File: src/rtl/proc_pkg.sv
`default_nettype none
// ============================================================================
//  Package     : proc_pkg
//  Description : Shared step/opcode types and instruction field positions
//                for the 9-bit simple processor control unit.
//  Revision    : 1.0  initial release
// ============================================================================
package proc_pkg;

  // Control step counter values
  typedef enum logic [1:0] {T0, T1, T2, T3} step_t;

  // Opcodes; 100..111 are illegal and execute as a two-cycle NOP
  typedef enum logic [2:0] {
    OP_MV   = 3'b000,
    OP_MVI  = 3'b001,
    OP_ADD  = 3'b010,
    OP_SUB  = 3'b011,
    OP_ILL4 = 3'b100,
    OP_ILL5 = 3'b101,
    OP_ILL6 = 3'b110,
    OP_ILL7 = 3'b111
  } opcode_t;

  // Instruction word field positions
  localparam int OP_MSB = 8;
  localparam int OP_LSB = 6;
  localparam int X_MSB  = 5;
  localparam int X_LSB  = 3;
  localparam int Y_MSB  = 2;
  localparam int Y_LSB  = 0;

endpackage
`default_nettype wire

File: src/rtl/dec3to8.sv
`default_nettype none
// ============================================================================
//  Module      : dec3to8
//  Description : 3-to-8 one-hot decoder with enable; all-zero when disabled.
//  Revision    : 1.0  initial release
// ============================================================================
module dec3to8 (
  input  logic [2:0] sel,
  input  logic       en,
  output logic [7:0] onehot
);

  // One-hot decode of sel, gated by en
  always_comb begin
    onehot = 8'b0;
    if (en) onehot[sel] = 1'b1;
  end

endmodule
`default_nettype wire

File: src/rtl/proc_control.sv
`default_nettype none
// ============================================================================
//  Module      : proc_control
//  Description : T0-T3 step FSM and instruction decode for the 9-bit simple
//                processor. Drives bus source selects, load enables, AddSub
//                and Done; holds no data registers itself.
//  Revision    : 1.0  initial release
// ============================================================================
module proc_control
  import proc_pkg::*;
(
  input  logic       clk,
  input  logic       rst,      // asynchronous, active-low
  input  logic       Run,
  input  logic [8:0] IR,
  output logic       IRin,
  output logic       R0in,
  output logic       R1in,
  output logic       R2in,
  output logic       R3in,
  output logic       R4in,
  output logic       R5in,
  output logic       R6in,
  output logic       R7in,
  output logic       Ain,
  output logic       Gin,
  output logic       R0out,
  output logic       R1out,
  output logic       R2out,
  output logic       R3out,
  output logic       R4out,
  output logic       R5out,
  output logic       R6out,
  output logic       R7out,
  output logic       Gout,
  output logic       Dinout,
  output logic       AddSub,
  output logic       Done
);

  step_t      state;
  step_t      state_next;
  opcode_t    opcode;
  logic [2:0] x_field;
  logic [2:0] y_field;
  logic [7:0] x_hot;
  logic [7:0] y_hot;
  logic [7:0] rin_vec;
  logic [7:0] rout_vec;

  // Per-step control strobes; register selection is applied after decode
  logic       x_in;
  logic       x_out;
  logic       y_out;
  logic       is_arith;

  assign opcode  = opcode_t'(IR[OP_MSB:OP_LSB]);
  assign x_field = IR[X_MSB:X_LSB];
  assign y_field = IR[Y_MSB:Y_LSB];

  // X selects both a load target and a bus source; Y only a bus source
  dec3to8 u_dec_x (
    .sel    (x_field),
    .en     (1'b1),
    .onehot (x_hot)
  );

  dec3to8 u_dec_y (
    .sel    (y_field),
    .en     (y_out),
    .onehot (y_hot)
  );

  // x_out and y_out are never active in the same step, so the OR stays one-hot
  assign rin_vec  = x_in  ? x_hot : 8'b0;
  assign rout_vec = (x_out ? x_hot : 8'b0) | y_hot;

  assign {R7in, R6in, R5in, R4in, R3in, R2in, R1in, R0in}         = rin_vec;
  assign {R7out, R6out, R5out, R4out, R3out, R2out, R1out, R0out} = rout_vec;

  assign is_arith = (opcode == OP_ADD) || (opcode == OP_SUB);

  // Step register; reset forces T0 regardless of clock
  always_ff @(posedge clk or negedge rst) begin
    if (!rst) state <= T0;
    else      state <= state_next;
  end

  // Next-step and output decode; everything held at 0 while reset is low
  always_comb begin
    state_next = state;
    IRin       = 1'b0;
    Ain        = 1'b0;
    Gin        = 1'b0;
    Gout       = 1'b0;
    Dinout     = 1'b0;
    AddSub     = 1'b0;
    Done       = 1'b0;
    x_in       = 1'b0;
    x_out      = 1'b0;
    y_out      = 1'b0;

    if (rst) begin
      case (state)
        T0: begin
          IRin = Run;
          if (Run) state_next = T1;
        end
        T1: begin
          state_next = T2;
          case (opcode)
            OP_MV: begin
              y_out = 1'b1;
              x_in  = 1'b1;
              Done  = 1'b1;
            end
            OP_MVI: begin
              Dinout = 1'b1;
              x_in   = 1'b1;
              Done   = 1'b1;
            end
            OP_ADD, OP_SUB: begin
              x_out = 1'b1;
              Ain   = 1'b1;
            end
            default: Done = 1'b1;
          endcase
        end
        T2: begin
          state_next = T3;
          if (is_arith) begin
            y_out  = 1'b1;
            Gin    = 1'b1;
            AddSub = (opcode == OP_SUB);
          end else begin
            Done = 1'b1;
          end
        end
        default: begin
          if (is_arith) begin
            Gout = 1'b1;
            x_in = 1'b1;
          end
          Done = 1'b1;
        end
      endcase

      if (Done) state_next = T0;
    end
  end

endmodule
`default_nettype wire

File: config.mk
export PLATFORM = sky130hd
export DESIGN_NAME = proc_control
export DESIGN_NICKNAME = d
export VERILOG_FILES = /design/src/rtl/proc_pkg.sv /design/src/rtl/dec3to8.sv /design/src/rtl/proc_control.sv
export SDC_FILE = /design/constraint.sdc
export NUM_CORES = 1
export LEC_CHECK = 0
export ABC_CLOCK_PERIOD_IN_PS = 3400
export CAP_MARGIN = 10
export CORE_UTILIZATION = 36
export DETAILED_ROUTE_END_ITERATION = 16
export PLACE_DENSITY_LB_ADDON = 0.15
export REMOVE_ABC_BUFFERS = 1
export SLEW_MARGIN = 20
export SYNTH_ARGS = -nofsm -noshare
export SYNTH_HDL_FRONTEND = slang
export SYNTH_SLANG_ARGS = --single-unit
File: constraint.sdc
create_clock -name clk -period 3.4 [get_ports clk]
set_input_delay 0.51 -clock clk [delete_from_list [all_inputs] [get_ports clk]]
set_output_delay 0.51 -clock clk [all_outputs]
set_load 0.05 [all_outputs]
; Word level (Yosys, flattened, before mapping)
; Cells that the tools add are included.
[word_totals]
register_bits = 2
memories = 0
out_inout_bits = 23
ramBits = 0
input_bits = 12
wordCells = 60
latchBits = 0
mem_bits_ro = 0
[op_classes]
shifts = 0
bitwise_logic = 1
n_lt_le_gt_ge = 4
mux = 37
n_addsub = 0
div_mod_pow = 0
eq_ne = 6
n_reduce_logical = 11
mul = 0
[op_table]
columns = cell, count
row1 = 2-to-1 mux 1 bit, 26
row2 = 2-to-1 mux 8 bit, 3
row3 = < comparator 3 x 4 -> 1 bit (second input constant), 2
row4 = OR 8 bit, 1
row5 = demux 1 bit (select 3 bit), 2
row6 = == test 3 x 2 -> 1 bit (second input constant), 2
row7 = greater-or-equal comparator 3 x 1 -> 1 bit (second input constant), 2
row8 = case mux 2 bit (3 select lines), 1
row9 = OR reduction 2 bit, 3
row10 = 2-to-1 mux 2 bit, 2
row11 = case mux 1 bit (2 select lines), 2
row12 = nonzero test 4 bit, 1
row13 = == test 3 x 1 -> 1 bit (second input constant), 1
row14 = zero test 3 bit, 1
row15 = inequality test 3 bit (second input constant), 1
row16 = case mux 1 bit (3 select lines), 1
row17 = AND reduction 3 bit, 1
row18 = OR reduction 3 bit, 1
row19 = == test 2 x 1 -> 1 bit (second input constant), 1
row20 = == test 2 bit (second input constant), 1
row21 = logical AND 1 bit, 2
row22 = zero test 2 bit, 1
row23 = logical OR 1 bit, 1

; Longest topological paths before layout
[depth]
depth_word = 7
mapped_depth = 6
ltp_nobuf = 6

; Hierarchy
; From an unflattened synthesis, not the netlist that was laid out.
[hier_totals]
hier_cells = 68
hier_area_um2 = 628.1
[by_module_without_submodules]
columns = mod, cells_each, area_each_um2, n_inst, seq_area_each_um2
row1 = proc_control, 52, 436.7, 1, 50.0
row2 = dec3to8 at u_dec_x, 8, 96.3, 1, 0.0
row3 = dec3to8 at u_dec_y, 8, 95.1, 1, 0.0

; Worst setup path before layout
; OpenSTA, ideal clock, no wires.
[synth_timing]
kind = input -> output
start = input IR[8]
end = output R0out
required_ns = 2.890
path_slack_ns = 0.537
cell_stages = 4
n_path_buf = 0
arrival_ns = 2.353
path_cell_list = and2b_1 and3_4 nand2b_2 o32ai_1
[synth_via]
elab_chain_cells = 7
word_cells_on_any_way = 15
classes_between = eq/ne (2) / mux (9) / bitwise (1) / reduce/logical (3)
[synth_lines]
columns = item, line_no
row1 = from (decl), proc_control.sv:15  ; input logic [8:0] IR,
row2 = == test 3 x 2 -> 1 bit, n/a
row3 = OR reduction 2 bit (*), n/a
row4 = 2-to-1 mux 1 bit (*) (3 in a row), n/a
row5 = net Ain, proc_control.sv:25  ; output logic Ain,
row6 = 2-to-1 mux 8 bit (*), proc_control.sv:76  ; assign rout_vec = (x_out ? x_hot : 8'b0) | y_hot;
row7 = OR 8 bit (*), proc_control.sv:76
row8 = to (decl), proc_control.sv:27  ; output logic R0out,
; Mark *: on every way through the listed nets, which the timed path passes. The rest lies on a longest branch.

; Worst setup path after layout
[layout_timing]
start = input IR[7]
end = output Done
[layout_via]
elab_chain_cells = 6
word_cells_on_any_way = 9
classes_between = eq/ne (2) / mux (5) / reduce/logical (2)
[layout_lines]
columns = item, line_no
row1 = == test 3 x 2 -> 1 bit, "proc_control.sv:81, proc_control.sv:111"
row2 = OR reduction 2 bit or logical OR 1 bit (tied branches), "proc_control.sv:111, proc_control.sv:81"
row3 = 2-to-1 mux 1 bit (on tied branches), "proc_control.sv:111, proc_control.sv:131"
row4 = case mux 1 bit (3 select lines) (*), proc_control.sv:104  ; case (state)
row5 = 2-to-1 mux 1 bit (*) (2 in a row), proc_control.sv:103  ; if (rst) begin
row6 = to (decl), proc_control.sv:38  ; output logic Done
; Every way passes the cells marked *; elsewhere a longest branch is shown, timed or not. The select of a mux whose other input is x is not followed.

==> metrics.yaml <==
crit_family: "buffers and inverters"
run_status: "complete, no violations"
syn-mean-instance-area_um2: 7.64
synthDistinctLibCells: 28
power_leakage_nw: 0.354
fin_skew_ps: 1.41
reg_top3: "state x2"
remaining_drc_errors: 0
r2r_setup_slack_ps: 1810
worst-slew-pin-transition_ps: 503
critPathMostFrequentCell: "sky130_fd_sc_hd__clkdlybuf4s50_1"
p_int_uw: 154
placed_cells: 113
placement.io_buffers: 34
final_layout_size_suffix_gt1_share_pct: 30.4
ioPinCount: 35
antenna_found_initial: 0
finalMaxSlewViolations: 0
crit_chain: "clkdlybuf4s50_1 > nor2b_1 > o21bai_1 > and2_1 > clkdlybuf4s50_1"
floorplan.initialDensity_pct: 41.2
insertion_delay_ps: 220
via_per_inst: 5.29
htree_levels: 1
track_usage_pct: 20.6
setup_buffers_after_cts: 0
clk_transition_reported_paths_ps: 30
gp_congestion: 0.790
tritoncts: "built"
die_w_um: 38.9
drtPass1Iterations: 4
timing.critical_path.arrival_ps: 2430
cts_resizes: 0
final-hold-violation-count: 0
cts.hold.buffers_added: 0
cts.sinks: 2
final_antenna_violating_net_count: 0
ff2ff_path_depth: 5
min_period_ps: 2940
crit_path_start_kind: "input port"
rr_endpoint: "state[0]"
max_stage_delay_ps: 810
num_antenna_cells: 0
globalRouteOverflowTotal: 0
ys_ff_latch: 2
route.final.wire_length_um: 1340
largest_register_ffs: 2
top_register: "state"
route.detailed.wl_per_inst_um: 11.6
achievable-frequency_mhz: 340
global_route_wire_length_before_repair_um: 2180
grt_start_max_net_pins: 10
final_net_count: 122
fp.coreArea_um2: 1190
setup-violations-final: 0
netlist_area_um2: 489
critPathMaxFanout: 9
vdd_ir_drop_max_uv: 244
fp.dieH_um: 38.9
cp.required_ps: 2890
worstPathBufferInverterCount: 2
layout.cells.most_common: "sky130_fd_sc_hd__clkdlybuf4s50_1"
powerDensity_nw_per_um2: 361
synth-warning-count: 0
synthesis.instances: 64
power.clock.fraction_pct: 16.9
first_iter_violations: 7
seqPwrFrac_pct: 15.5
launch_point_of_the_worst_reg_to_reg_path: "state[0]"
rsz0062_at_grt: "no"
fin_tns_setup_ps: 0
comb_power_share_pct: 67.6
timing.hold.worst.class: "input port to asynchronous set/reset pin"
layout.cells.most_common_list: "sky130_fd_sc_hd__clkdlybuf4s50_1 (18), sky130_fd_sc_hd__buf_4 (17), sky130_fd_sc_hd__nor2_1 (10), sky130_fd_sc_hd__nand2_1 (7)"
synth_seq_area_share_pct: 10.2
max-cap-violations: 0
finalNonFillerCells: 116
flow.area_growth_from_synthesis_pct: 71.1
dpl.hpwl_um: 1120
critPathKind: "input port to primary output"
power_switching_uw: 148
grt_pass1_vias: 518
end_kind: "primary output"
route.vias.total: 614
placementRows: 12
floorplan.die_area_um2: 1510
ctsRootBufferMaster: "sky130_fd_sc_hd__clkbuf_4"
number_of_buffers_created_by_cts: 3
crit_slowest_cell: "sky130_fd_sc_hd__clkdlybuf4s50_1"
ctsLongestPathBuffers: 2
slew_headroom_pct: 66.3
sw_frac_of_total_pct: 49.0
min_period_over_period_pct: 86.5
[stage by stage]
stage	power [mW]	area (µm²)	hold WS [ps]	utilization (%)	setup slack (ps)
CTS	0.307	837	605	70.6	459
global placement	0.250	815	607	68.7	479
global route	0.331	837	624	70.6	362
finish	0.302	837	613	70.6	460
detailed placement	0.253	815	609	68.7	467
floorplan	0.188	489	214	-	537
[power groups by stage]
stage               sequential [mW]  clock, mW  combinational [mW]
floorplan                    0.0438          0               0.144
global placement             0.0473          0               0.203
detailed placement           0.0474          0               0.205
CTS                          0.0471     0.0542               0.206
global route                 0.0482     0.0539               0.229
finish                       0.0468     0.0511               0.204
[final cells by class]
cell class	instances	area [µm²]
multi-input cells	60	432
well taps	14	17.5
clock buffers	3	22.5
fillers	103	349
repair buffers	35	308
flip-flops and latches	2	50.0
inverters	2	7.51
[worst reg2reg max path: stages (launching register included)]
cell,delay [ps]
sky130_fd_sc_hd__dfrtp_1,430
sky130_fd_sc_hd__inv_1,90
sky130_fd_sc_hd__ha_1,240
sky130_fd_sc_hd__o311ai_1,460
sky130_fd_sc_hd__nand2_1,100
sky130_fd_sc_hd__o32ai_1,150
[how the worst max path moves through the flow]
stage                from  endpoint  depth (start not counted)
floorplan           IR[8]     R0out                          4
CTS                 IR[7]      Done                          5
global route        IR[7]      Done                          5
detailed placement  IR[7]      Done                          5
global placement    IR[7]      Done                          5
finish              IR[7]      Done                          5
[per-layer routing]
layer / global-route usage, % / vias up / share of wire, %
li1: - / 321 / -
met1: 22.5 / 273 / 43
met2: 37.5 / 20 / 49
met3: 5.20 / 0 / 7.6
met4: 7.76 / 0 / 0
met5: 0 / - / 0
[cell usage after synthesis (all sizes together)]
library cell / instances / area (µm²)
nor3: 2 / 20.0
and2b: 1 / 7.51
dfrtp: 2 / 50.1
o21bai: 1 / 7.51
inv: 2 / 7.51
and2: 2 / 12.5
nor2: 10 / 37.5
and4b: 1 / 11.3
o311ai: 1 / 8.76
nand2: 8 / 32.5
nand2b: 5 / 36.3
o22ai: 6 / 37.5
o2bb2ai: 1 / 8.76
or3: 2 / 12.5
nand4b: 1 / 8.76
or3b: 2 / 17.5
nor2b: 1 / 6.26
a21boi: 1 / 11.3
nand4: 1 / 6.26
o32ai: 3 / 33.8
ha: 6 / 75.1
a22oi: 1 / 7.51
and3: 4 / 32.5
[kinds of logic after synthesis]
logic type               after synthesis  synth area share [%]
AND/OR/NAND/NOR                       40                  49.4
flip-flops                             2                  10.2
buffers and inverters                  2                  1.54
AO/OA/AOI/OAI                         14                  23.5
adder cells (fa/ha/maj)                6                  15.3
No activity file was read; power rests on OpenSTA's default activity.
